--- src/rtl/uart_prog_loader.sv ---
// UART boot loader: receives 8N1 bytes, packs them little-endian into 32-bit
// words and streams them into instruction memory while the core is held off.
module uart_prog_loader #(
  parameter int CLKS_PER_BIT = 868,
  parameter int ADDR_W       = 14,
  parameter int IDLE_TIMEOUT = 1000000
) (
  input  logic              clock,
  input  logic              reset,
  input  logic              start,
  input  logic              rx,
  output logic              prog_we,
  output logic [ADDR_W-1:0] prog_addr,
  output logic [31:0]       prog_wdata,
  output logic              loading,
  output logic              done,
  output logic              frame_err,
  output logic [ADDR_W:0]   word_count
);

  localparam int CNT_W  = $clog2(CLKS_PER_BIT);
  localparam int IDLE_W = $clog2(IDLE_TIMEOUT + 1);
  localparam logic [CNT_W-1:0]  BIT_LAST  = CNT_W'(CLKS_PER_BIT - 1);
  localparam logic [CNT_W-1:0]  HALF_LAST = CNT_W'(CLKS_PER_BIT / 2 - 1);
  localparam logic [IDLE_W-1:0] IDLE_MAX  = IDLE_W'(IDLE_TIMEOUT);
  localparam logic [ADDR_W-1:0] ADDR_LAST = '1;

  typedef enum logic [1:0] {S_IDLE, S_START, S_DATA, S_STOP} rx_state_t;

  rx_state_t         state_q, state_d;
  logic              rx_p0, rx_p1, rx_p2;
  logic              rx_fall;
  logic [CNT_W-1:0]  bit_cnt_q;
  logic [2:0]        bit_idx_q;
  logic [7:0]        sh_q;
  logic [1:0]        byte_idx_q;
  logic [23:0]       word_q;
  logic [IDLE_W-1:0] idle_cnt_q;
  logic              cnt_clr, shift_en, stop_ok, stop_bad;
  logic              session_go, timeout;

  // Stage p0/p1: synchronizer, resets to idle-high; p2 is the edge-detect history
  always_ff @(posedge clock or negedge reset) begin
    if (!reset) begin
      rx_p0 <= 1'b1;
      rx_p1 <= 1'b1;
      rx_p2 <= 1'b1;
    end else begin
      rx_p0 <= rx;
      rx_p1 <= rx_p0;
      rx_p2 <= rx_p1;
    end
  end

  assign rx_fall = rx_p2 & ~rx_p1;

  always_ff @(posedge clock or negedge reset) begin
    if (!reset) state_q <= S_IDLE;
    else        state_q <= state_d;
  end

  always_comb begin
    state_d  = state_q;
    cnt_clr  = 1'b0;
    shift_en = 1'b0;
    stop_ok  = 1'b0;
    stop_bad = 1'b0;
    case (state_q)
      S_IDLE: begin
        if (rx_fall) begin
          state_d = S_START;
          cnt_clr = 1'b1;
        end
      end
      S_START: begin
        if (bit_cnt_q == HALF_LAST) begin
          cnt_clr = 1'b1;
          state_d = rx_p1 ? S_IDLE : S_DATA;
        end
      end
      S_DATA: begin
        if (bit_cnt_q == BIT_LAST) begin
          cnt_clr  = 1'b1;
          shift_en = 1'b1;
          if (bit_idx_q == 3'd7) state_d = S_STOP;
        end
      end
      S_STOP: begin
        if (bit_cnt_q == BIT_LAST) begin
          cnt_clr  = 1'b1;
          state_d  = S_IDLE;
          stop_ok  = rx_p1;
          stop_bad = ~rx_p1;
        end
      end
      default: state_d = S_IDLE;
    endcase
  end

  always_ff @(posedge clock or negedge reset) begin
    if (!reset) begin
      bit_cnt_q <= '0;
      bit_idx_q <= '0;
    end else begin
      bit_cnt_q <= (cnt_clr || state_q == S_IDLE) ? '0 : bit_cnt_q + CNT_W'(1);
      if (state_q != S_DATA) bit_idx_q <= '0;
      else if (shift_en)     bit_idx_q <= bit_idx_q + 3'd1;
    end
  end

  // Byte and word staging are pure data; only byte_idx_q qualifies them
  always_ff @(posedge clock) begin
    if (shift_en) sh_q <= {rx_p1, sh_q[7:1]};
    if (stop_ok) begin
      case (byte_idx_q)
        2'd0:    word_q[7:0]   <= sh_q;
        2'd1:    word_q[15:8]  <= sh_q;
        2'd2:    word_q[23:16] <= sh_q;
        default: ;
      endcase
    end
  end

  assign session_go = start & ~loading;
  assign timeout    = (idle_cnt_q == IDLE_MAX) && (word_count != '0);

  // Saturating idle-line counter; any receiver activity or low line clears it
  always_ff @(posedge clock or negedge reset) begin
    if (!reset) begin
      idle_cnt_q <= '0;
    end else if (session_go) begin
      idle_cnt_q <= '0;
    end else if (state_q == S_IDLE && rx_p1) begin
      if (idle_cnt_q != IDLE_MAX) idle_cnt_q <= idle_cnt_q + IDLE_W'(1);
    end else begin
      idle_cnt_q <= '0;
    end
  end

  // Stage p1: word commit; the write strobe follows the 4th stop-bit sample
  always_ff @(posedge clock or negedge reset) begin
    if (!reset) begin
      prog_we    <= 1'b0;
      prog_addr  <= '0;
      prog_wdata <= '0;
      loading    <= 1'b0;
      done       <= 1'b0;
      frame_err  <= 1'b0;
      word_count <= '0;
      byte_idx_q <= '0;
    end else begin
      prog_we <= 1'b0;
      if (session_go) begin
        loading    <= 1'b1;
        done       <= 1'b0;
        frame_err  <= 1'b0;
        prog_addr  <= '0;
        word_count <= '0;
        byte_idx_q <= '0;
      end else if (loading) begin
        if (prog_we) begin
          word_count <= word_count + (ADDR_W + 1)'(1);
          if (prog_addr == ADDR_LAST) begin
            loading <= 1'b0;
            done    <= 1'b1;
          end else begin
            prog_addr <= prog_addr + ADDR_W'(1);
          end
        end else if (timeout) begin
          loading    <= 1'b0;
          done       <= 1'b1;
          byte_idx_q <= '0;
        end else if (stop_bad) begin
          frame_err <= 1'b1;
        end else if (stop_ok) begin
          byte_idx_q <= byte_idx_q + 2'd1;
          if (byte_idx_q == 2'd3) begin
            prog_we    <= 1'b1;
            prog_wdata <= {sh_q, word_q};
          end
        end
      end
    end
  end

endmodule

--- config.mk ---
export PLATFORM = sky130hd
export DESIGN_NAME = uart_prog_loader
export DESIGN_NICKNAME = d
export VERILOG_FILES = /design/src/rtl/uart_prog_loader.sv
export SDC_FILE = /design/constraint.sdc
export NUM_CORES = 1
export LEC_CHECK = 0
export CAP_MARGIN = 30
export CORE_MARGIN = 2
export CORE_UTILIZATION = 53
export DETAILED_ROUTE_END_ITERATION = 16
export GPL_TIMING_DRIVEN = 1
export MAX_ROUTING_LAYER = met4
export PLACE_DENSITY = 0.76
export SYNTH_ARGS = -nofsm -noshare
export SYNTH_HDL_FRONTEND = slang
export SYNTH_SLANG_ARGS = --single-unit
--- constraint.sdc ---
create_clock -name clock -period 6.87 [get_ports clock]
set_clock_uncertainty 0.1 [all_clocks]
set_input_delay 1.374 -clock clock [delete_from_list [all_inputs] [get_ports clock]]
set_output_delay 1.374 -clock clock [all_outputs]
set_load 0.03 [all_outputs]
# Yosys cells after proc, flatten, opt, wreduce, memory -nomap -nowiden
# Index checks and enable logic that the tools add are counted.
[word_totals] out_inout_bits=65 register_bits=137
[op_classes] n_bitwise=8 eq_ne=24 addsub=6 n_mux=57 reduce_logical=23
[op_table] operator="$mux 20" count=3
[op_table] operator="$mux 14" count=4
[op_table] operator="$mux 15" count=3
[op_table] operator="$mux 1" count=30
[op_table] operator="$mux 2" count=12
[op_table] operator="$add 20x1->20 const B" count=1
[op_table] operator="$eq 20x20->1 const B" count=1
[op_table] operator="$ne 20x20->1 const B" count=1
[op_table] operator="$ne 2x2->1 const B" count=8
[op_table] operator="$add 15x1->15 const B" count=1
[op_table] operator="$reduce_bool 15->1" count=1
[op_table] operator="$add 14x1->14 const B" count=1
[op_table] operator="$eq 14x14->1 const B" count=1
[op_table] operator="$add 10x1->10 const B" count=1
[op_table] operator="$eq 10x10->1 const B" count=1
[op_table] operator="$eq 10x9->1 const B" count=1
[op_table] operator="$mux 10" count=1
[op_table] operator="$eq 2x2->1 const B" count=4
[op_table] operator="$pmux 2 s4" count=1
[op_table] operator="$reduce_and 2->1" count=4
[op_table] operator="$reduce_and 4->1" count=2
[op_table] operator="$reduce_bool 2->1" count=4
[op_table] operator="$reduce_and 7->1" count=1
[op_table] operator="$mux 3" count=2
[op_table] operator="17 further kinds" count=29

# Depth between registers and ports, before layout
# Gate-level depths: netlist of run 1.
[logic_depth] word_depth=9 ltp_mapped=8 depth_no_buf=7

# Least setup slack after synthesis of run 1
# Ideal clock, no wire load.
[synth_path] path_kind="input port to flip-flop" from="input port start" to="register byte_idx_q[1]" path_stages=4 t_arrival_ns=2.091 required_time_ns=6.638 path_buffers=2 setup_slack_ns=4.547 setup_ns=0.132 path_cell_list="nor2b_1 -> clkbuf_1 -> clkbuf_1 -> nor2_1"
[synth_via] elab_chain_len=3 word_cells_on_any_way=7 cone_classes="eq/ne (2); mux (1); bitwise (1); reduce/logical (3)"
[synth_lines] item="start: declaration" line="10" rtl="input logic start,"
[synth_lines] item="$and 1x1->1 (*)" line="124" rtl="assign session_go = start & ~loading;"
[synth_lines] item="$ne 3x1->1 (no line) (tied with other cells)"
[synth_lines] item="$reduce_and 4->1 (no line)"
[synth_lines] item="end signal: assignment" line="176" rtl="byte_idx_q <= byte_idx_q + 2'd1;"
[synth_lines] item="end: declaration" line="36" rtl="logic [1:0] byte_idx_q;"
# Every way passes the cells marked *; elsewhere a longest branch is shown, timed or not.
# A chain may end at the register's enable or synchronous reset.

# Worst setup path in the final report of run 1
[layout_path] from="register loading" to="output port loading"
[layout_lines] item="start: declaration" line="15" rtl="output logic loading,"
[layout_lines] item="start signal: assignment" line="146" rtl="loading <= 1'b0;"
[layout_lines] item="start signal: assignment" line="154" rtl="loading <= 1'b1;"
[layout_lines] item="start signal: assignment" line="164" rtl="loading <= 1'b0;"
# No word-level cell between the ends.

==> results of run 1 <==
routing by layer:
metal / share of wire / GRT usage
met3: 0.052 / 0.0716
met2: 0.48 / 0.329
met4: 0.019 / 0.0725
met1: 0.45 / 0.263
met5: 0 / -
cells in the mapped netlist, types with 3 or more instances:
master,number,area share
and2_1,4,0.0041
mux2_2,4,0.0074
clkbuf_1,8,0.0050
dfstp_2,3,0.013
xnor2_1,16,0.023
buf_8,3,0.0074
mux2_4,30,0.074
edfxtp_1,32,0.16
nor2b_1,4,0.0041
nor3_1,6,0.0050
and4_1,3,0.0043
ha_1,13,0.027
xor2_1,20,0.029
mux2i_1,8,0.013
o21ai_0,16,0.013
nand2_1,38,0.024
nor4b_1,4,0.0058
nor2_1,61,0.038
or3_1,3,0.0031
nand3_1,29,0.024
and3_1,5,0.0052
nor4_1,9,0.0093
inv_1,10,0.0062
a21oi_1,7,0.0058
o41ai_1,3,0.0043
nand2b_1,5,0.0052
nand4_1,13,0.013
dfrtp_1,102,0.42
sequential cells by signal (all words and copies together), names as in the netlist, 2 cells and up, named ones only:
register	cells
bit_idx_q	3
prog_wdata	32
sh_q	8
idle_cnt_q	20
word_q	24
bit_cnt_q	10
word_count	15
byte_idx_q	2
prog_addr	14
worst register-to-register path: cells and delay by family (launching register included):
| family | cells | cell delay [ns] |
|---|---|---|
| fa+ha+maj | 1 | 0.24 |
| simple gates | 3 | 1.56 |
| flops | 1 | 0.39 |
cell type report:
cell class,instances,area [µm²]
clock buffer,18,429
fill,811,3800
multi-input combinational,329,2330
clock inverter,14,210
inverter,10,37.5
sequential,137,3590
tap,143,179
timing repair buffer,70,693
worst max-delay path by stage:
stage | start | end | slack (ns) | cells past startpoint
4_1_cts | loading | loading | 3.73 | 1
3_5_place_dp | start | idle_cnt_q[2] | 3.44 | 4
5_1_grt | loading | loading | 3.66 | 1
6_report | loading | loading | 3.73 | 1
3_3_place_gp | start | idle_cnt_q[2] | 3.50 | 4
2_1_floorplan | start | byte_idx_q[1] | 4.55 | 4
power by group:
group	switching [mW]	total [mW]	internal (mW)
logic	0.0389	0.0581	0.0192
clock network	0.365	0.983	0.618
registers	0.0116	0.851	0.840
total	0.416	1.89	1.48
kinds of logic (layout without fill, tap and decap cells):
| group | Yosys count | in the layout | synth area share |
|---|---|---|---|
| muxes | 42 | 42 | 0.0952 |
| AOI/OAI and AO/OA | 41 | 41 | 0.0455 |
| buffers and inverters | 23 | 112 | 0.0203 |
| adders and majority gates | 13 | 13 | 0.0269 |
| xor gates and xnor gates | 36 | 36 | 0.0521 |
| DFF | 137 | 137 | 0.594 |
| and+or+nand+nor | 197 | 197 | 0.166 |
==> impl_results.md, run 1 <==
- Total track usage: 0.212
- DRT Pass-1 Iters: 4
- RSZ-0062 raised after global routing: no
- Wirelength, routed: 11.8 mm
- Required time worst endpoint: 5.40 ns
- Number of global-route vias before repair: 4120
- Port buffer count: 68
- DR DRC count: 0
- Reg2reg path depth: 4
- CP Class: register to output pin
- WL per Instance: 16.4 µm
- Critical-path cell list: clkdlybuf4s50_1
- Number of synthesized flops with an enable pin: 32
- Number of max-cap violations: 0
- Slowest cell on crit path: clkdlybuf4s50_1
- Final setup TNS: 0 ns
- Finished Layout Cells: 721
- Critical path's largest stage delay: 0.74 ns
- Hold Path Stages: 0
- Die ar.: 12300 µm²
- Critical Path AT: 1.66 ns
- H-tree depth: 4
- Hold Crit Class: register to register
- Worst setup SP type: register
- Hold slack: 0.257 ns
- Vias: 3972
- Async set or reset register ratio after synthesis: 0.766
- Placed Cells: 689
- FP Rows: 39
- FF-to-FF End: word_q[0]
- Synth Net Count: 506
- Warnings from Yosys: 0
- Avg Synthesized Cell Area: 12.4 µm²
- CTS Buf Count: 17
- Post-Syn Area: 6050 µm²
- Most frequent cells in the layout: 102 x dfrtp_1, 67 x clkdlybuf4s50_1, 61 x nor2_1
- P_leak: 3.20 nW
- Maximum clock path buffer count: 2
- Die Wd: 111 µm
- Fmax achieved: 319 MHz
- Clock-pin slew on the worst setup and hold paths: 0.06 ns
- Final Hold Vio Count: 0
- #FFs+latches synth: 137
- PnR worst setup slack: 3.73 ns
- Io pins: 69
- Gpl congestion: 0.850
- R2r startpoint: bit_cnt_q[0]
- Sequential share of the synthesized area: 0.594
- Antenna violations before repair: 0
- CORE AREA: 11300 µm²
- Synth-to-Final Area Change: 23.6%
- Final min period: 3.14 ns
- First-pass GRT wire length: 20.1 mm
- Clk_lat worst skew: 0.42 ns
- Least-Margin Pin Slew: 1.03 ns
- Starting Density: 0.536
- Final instance area: 7470 µm²
- Kind of cell adding the most delay to the critical path: buffers and inverters
- Crit-path max FO: 9
- Setup Buffers After CTS: 0
- Global route overflow: 0
- Final net count: 582
- Design Power: 1.89 mW
- Maximum VDD drop: 144 µV
- Placed cell areas: 6830 µm²
- Period Utilization, post-route: 0.456
- PD cells: 253 nW/µm²
- Worst setup EP type: output pin
- Fin. max-slew vios: 0
- Synthesized instance count: 489
- Antenna cells: 0
- Drt via density: 5.51
- Dpl ws: 3.44 ns
- Prevailing post-synth register cell: dfrtp_1
- Layout cells sized above 1: 0.135
- # clock sinks: 137
- Antenna Nets Post-Route: 0
- DP HPWL: 7.75 mm
- Die H: 111 µm
- WP buf/inv: 1
- R2R setup slack: 4.23 ns
- Status: finished, final reports clean
- Slew HR: 0.309
- Hold buffers post-CTS: 0
- First DRT Iteration DRCs: 305
- Root Driver: clkbuf_16
- Hold endpoint: rx_p1
- Distinct cells, synth: 52
- Cts repair resizes: 0
- Utilization after layout: 0.663
- Hold_sp: rx_p0
- Most common cell after layout, fill and taps aside: dfrtp_1
- Setup violators final: 0
- Largest net degree at the start of global routing: 68
- CTS tree: built
Power figures use the tool's default switching activity.
==> run 2: changes to the inputs <==
==> constraint.sdc (replaced) <==
create_clock -name clock -period 2.98 [get_ports clock]
set_clock_uncertainty 0.1 [all_clocks]
set_input_delay 0.596 -clock clock [delete_from_list [all_inputs] [get_ports clock]]
set_output_delay 0.596 -clock clock [all_outputs]
set_load 0.03 [all_outputs]
==> impl_results.md, run 2 (synthesis gave the netlist of run 1 again) <==
- Status: finished, final reports clean
- Least-Margin Pin Slew: 0.691 ns
- FF-to-FF End: prog_wdata[12]
- Vias: 4020
- Antenna Nets Post-Route: 0
- DRT Pass-1 Iters: 4
- Final Hold Vio Count: 0
- Most common cell after layout, fill and taps aside: dfrtp_1
- Required time worst endpoint: 3.18 ns
- WL per Instance: 16.2 µm
- Critical Path AT: 2.78 ns
- Top reg by flops: prog_wdata
- Clock-pin slew on the worst setup and hold paths: 0.06 ns
- Number of global-route vias before repair: 4117
- CTS Buf Count: 17
- Setup violators final: 0
- Gpl congestion: 0.847
- Placed Cells: 698
- Maximum clock path buffer count: 2
- DR DRC count: 0
- Critical-path cell list: or4_1 -> nor3_1 -> and2_2 -> a2111o_4 -> buf_4 -> mux2_4
- Critical path's largest stage delay: 0.57 ns
- Slew HR: 0.535
- Hold buffers post-CTS: 0
- Die H: 111 µm
- Synth-to-Final Area Change: 24.2%
- Clk network pwr share: 0.501
- Final min period: 2.58 ns
- Die Wd: 111 µm
- Io pins: 69
- Psw: 0.893 mW
- Wirelength, routed: 11.8 mm
- Final net count: 591
- H-tree depth: 4
- Root Driver: clkbuf_16
- Drt via density: 5.51
- Worst setup SP type: register
- P_leak: 3.23 nW
- Fin. max-slew vios: 0
- Fmax achieved: 387 MHz
- Global route overflow: 0
- Sequential Power Share: 0.465
- FP Rows: 39
- Placed cell areas: 6910 µm²
- Internal power: 3.32 mW
- Antenna violations before repair: 0
- Die ar.: 12300 µm²
- Filler Cells Inserted: 828
- Cts repair resizes: 0
- Setup Buffers After CTS: 0
- DP HPWL: 7.97 mm
- Clk_lat worst skew: 0.42 ns
- Net Sw Frac: 0.212
- CTS tree: built
- First DRT Iteration DRCs: 248
- Port buffer count: 68
- Footprint of the multi-input gates: 2330 µm²
- Largest net degree at the start of global routing: 77
- CORE AREA: 11300 µm²
- Total track usage: 0.208
- Logic pwr share: 0.033
- Antenna cells: 0
- Period Utilization, post-route: 0.867
- RSZ-0062 raised after global routing: no
- Top flop regs: prog_wdata x32, word_q x24, idle_cnt_q x20
- PD cells: 562 nW/µm²
- Crit-path max FO: 13
- Slowest cell on crit path: or4_1
- Maximum VDD drop: 343 µV
- Finished Layout Cells: 730
- Final setup TNS: 0 ns
- # clock sinks: 137
- Most frequent cells in the layout: 102 x dfrtp_1, 67 x clkdlybuf4s50_1, 61 x nor2_1
- Layout cells sized above 1: 0.143
- CP Class: register to register
- R2R setup slack: 0.40 ns
- Worst setup EP type: register
- Final instance area: 7510 µm²
- Hold Crit Class: primary input to async pin
- Reg2reg path depth: 6
- Number of max-cap violations: 0
- First-pass GRT wire length: 20.0 mm
- Starting Density: 0.536
- Max reg flops: 32
- R2r startpoint: idle_cnt_q[3]
- Register area: 3590 µm²
run 2: cell count changes in the layout (fill, tap and decap cells not counted):
cell / before / now
inv_8: 2 / 0
clkbuf_1: 1 / 3
inv_6: 4 / 2
clkbuf_8: 0 / 1
buf_12: 0 / 1
clkinv_4: 2 / 1
buf_4: 3 / 11
clkinv_2: 0 / 2
bufinv_16: 4 / 3
clkinv_1: 0 / 1
run 2: worst max path at each step:
stage	start	to	slack (ns)
2_1_floorplan	word_count[0]	prog_wdata[10]	0.68
3_3_place_gp	idle_cnt_q[3]	prog_wdata[21]	0.50
3_5_place_dp	idle_cnt_q[3]	prog_wdata[4]	0.45
4_1_cts	idle_cnt_q[3]	prog_wdata[27]	0.42
5_1_grt	word_count[1]	prog_wdata[27]	0.27
6_report	idle_cnt_q[3]	prog_wdata[12]	0.40
run 2: cell type report:
type / instances / area share
inverters: 10 / 0.00500
flip-flops and latches: 137 / 0.478
well taps: 143 / 0.0238
clock inverters: 11 / 0.0193
clock buffers: 21 / 0.0600
multi-input cells: 329 / 0.311
repair buffers: 79 / 0.103
run 2: power by group through the flow:
stage               clock network, mW  registers (mW)  logic [mW]
finish                           2.11            1.96       0.141
detailed placement                  0            2.00       0.144
global placement                    0            2.00       0.140
CTS                              2.14            1.96       0.145
floorplan                           0            2.01      0.0512
global route                     2.23            1.97       0.159
run 2: worst max-delay path: cells and delay by family (launching register included):
family / cells / cell delay (ns)
AO/OA/AOI/OAI: 1 / 0.29
AND/OR/NAND/NOR: 3 / 1.02
buffers and inverters: 1 / 0.29
multiplexers: 1 / 0.32
flip-flops: 1 / 0.42
run 2: per-stage QoR:
step                      total power, mW  hold WS [ns]   util  setup slack, ns
after detailed placement             2.14         0.248  0.613            0.453
after floorplan                      2.06         0.200      -            0.683
after global placement               2.14         0.247  0.613            0.498
after global routing                 4.36        0.0363  0.666            0.268
after CTS                            4.25        0.0127  0.666            0.424
final                                4.22        0.0113  0.666            0.395
run 2: metal layers:
metal	share of wire	wire length, µm	global-route usage
met3	0.049	576	0.0552
met1	0.45	5320	0.262
met2	0.48	5660	0.327
met5	0	0	-
met4	0.022	257	0.0800
==> run 3: changes to the inputs <==
--- a/config.mk
+++ b/config.mk
@@ -12,6 +12,7 @@
 export GPL_TIMING_DRIVEN = 1
 export MAX_ROUTING_LAYER = met4
 export PLACE_DENSITY = 0.76
+export RECOVER_POWER = 25
 export SYNTH_ARGS = -nofsm -noshare
 export SYNTH_HDL_FRONTEND = slang
 export SYNTH_SLANG_ARGS = --single-unit
==> impl_results.md, run 3 (synthesis gave the netlist of run 1 again) <==
- P_leak: 3.22 nW
- Filler Cells Inserted: 830
- Final min period: 2.59 ns
- Status: complete, but fails checks
- DP HPWL: 7.97 mm
- Least-Margin Pin Slew: 1.68 ns
- Slew HR: -0.117
- Die Wd: 111 µm
- Max reg flops: 32
- Root Driver: clkbuf_16
- Cts repair resizes: 0
- Worst setup SP type: register
- DRT Pass-1 Iters: 4
- Die H: 111 µm
- Period Utilization, post-route: 0.868
- CTS tree: built
- First DRT Iteration DRCs: 248
- Drt via density: 5.51
- Critical Path AT: 2.78 ns
- Vias: 4024
- FP Rows: 39
- Wirelength, routed: 11.8 mm
- Register area: 3590 µm²
- H-tree depth: 4
- Layout cells sized above 1: 0.140
- Maximum clock path buffer count: 2
- Crit-path max FO: 13
- Antenna violations before repair: 0
- Design Power: 4.22 mW
- WL per Instance: 16.2 µm
- Fin. max-slew vios: 30
- Required time worst endpoint: 3.18 ns
- RSZ-0062 raised after global routing: no
- Fmax achieved: 387 MHz
- DR DRC count: 0
- Synth-to-Final Area Change: 24.1%
- Antenna Nets Post-Route: 0
- Failing checks: max-capacitance violations, max-slew violations
- Worst setup EP type: register
- Number of global-route vias before repair: 4117
- Gpl congestion: 0.847
- Total track usage: 0.208
- Final net count: 591
- Most frequent cells in the layout: 102 x dfrtp_1, 66 x clkdlybuf4s50_1, 61 x nor2_1
- Top flop regs: prog_wdata x32, word_q x24, idle_cnt_q x20
- Port buffer count: 68
- Die ar.: 12300 µm²
- Setup Buffers After CTS: 0
- Antenna cells: 0
- CTS Buf Count: 17
- First-pass GRT wire length: 20.0 mm
- Most common cell after layout, fill and taps aside: dfrtp_1
- Footprint of the multi-input gates: 2330 µm²
- Maximum VDD drop: 343 µV
- Top reg by flops: prog_wdata
- Hold buffers post-CTS: 0
- # clock sinks: 137
- Setup violators final: 0
- Io pins: 69
- Final setup TNS: 0 ns
- Number of max-cap violations: 1
- Largest net degree at the start of global routing: 77
- Clock-pin slew on the worst setup and hold paths: 0.06 ns
- CORE AREA: 11300 µm²
- Global route overflow: 0
- Hold Crit Class: register to register
- Clk_lat worst skew: 0.42 ns
- Starting Density: 0.536
- Final Hold Vio Count: 0
- CP Class: register to register
- PD cells: 562 nW/µm²
==> run 3: worst paths after layout <==
path	end	depth (start not counted)	slack (ns)	startpoint
max in group asynchronous	rx_p1	2	1.13	reset
worst min register to register	rx_p1	0	0.27	rx_p0
worst min-delay path	rx_p1	0	0.27	rx_p0
worst max register to register	prog_wdata[12]	6	0.39	idle_cnt_q[3]
worst max-delay path	prog_wdata[12]	6	0.39	idle_cnt_q[3]
min in group asynchronous	prog_wdata[24]	1	0.51	reset
==> run 3: per-stage QoR <==
step | area, µm² | util | hold WS [ns] | cells | worst slack (ns)
after floorplan | 6050 | - | 0.200 | 489 | 0.683
after global placement | 6910 | 0.613 | 0.247 | 698 | 0.498
after detailed placement | 6910 | 0.613 | 0.248 | 698 | 0.453
after CTS | 7510 | 0.666 | 0.0127 | 730 | 0.424
after global routing | 7510 | 0.666 | 0.275 | 730 | 0.268
final | 7510 | 0.666 | 0.266 | 730 | 0.394
==> run 3: layout make-up <==
| type | count | area share |
|---|---|---|
| sequential | 137 | 0.479 |
| multi-input combinational | 329 | 0.311 |
| timing repair buffer | 79 | 0.103 |
| clock buffer | 21 | 0.0600 |
| tap | 143 | 0.0238 |
| clock inverter | 11 | 0.0193 |
| inverter | 10 | 0.00500 |
==> run 3: critical path, stage by stage, from the launching register on <==
cell      delay, ns
dfrtp_1        0.42
or4_1          0.57
nor3_1         0.22
and2_2         0.23
a2111o_4       0.29
buf_4          0.29
mux2_4         0.32
==> run 3: power by group <==
part,internal (mW),leakage [nW],switching [mW],total [mW]
clock network,1.34,0.285,0.775,2.11
logic,0.0490,1.31,0.0912,0.140
registers,1.94,1.63,0.0263,1.96
total,3.32,3.22,0.893,4.22
==> run 3: per-layer routing <==
metal / wire length, µm / vias to the layer above / global-route usage / part of all wire
met5: 0 / - / - / 0
met2: 5660 / 117 / 0.327 / 0.48
met1: 5300 / 1968 / 0.262 / 0.45
met3: 586 / 24 / 0.0552 / 0.050
met4: 257 / 0 / 0.0800 / 0.022
li1: - / 1915 / - / -
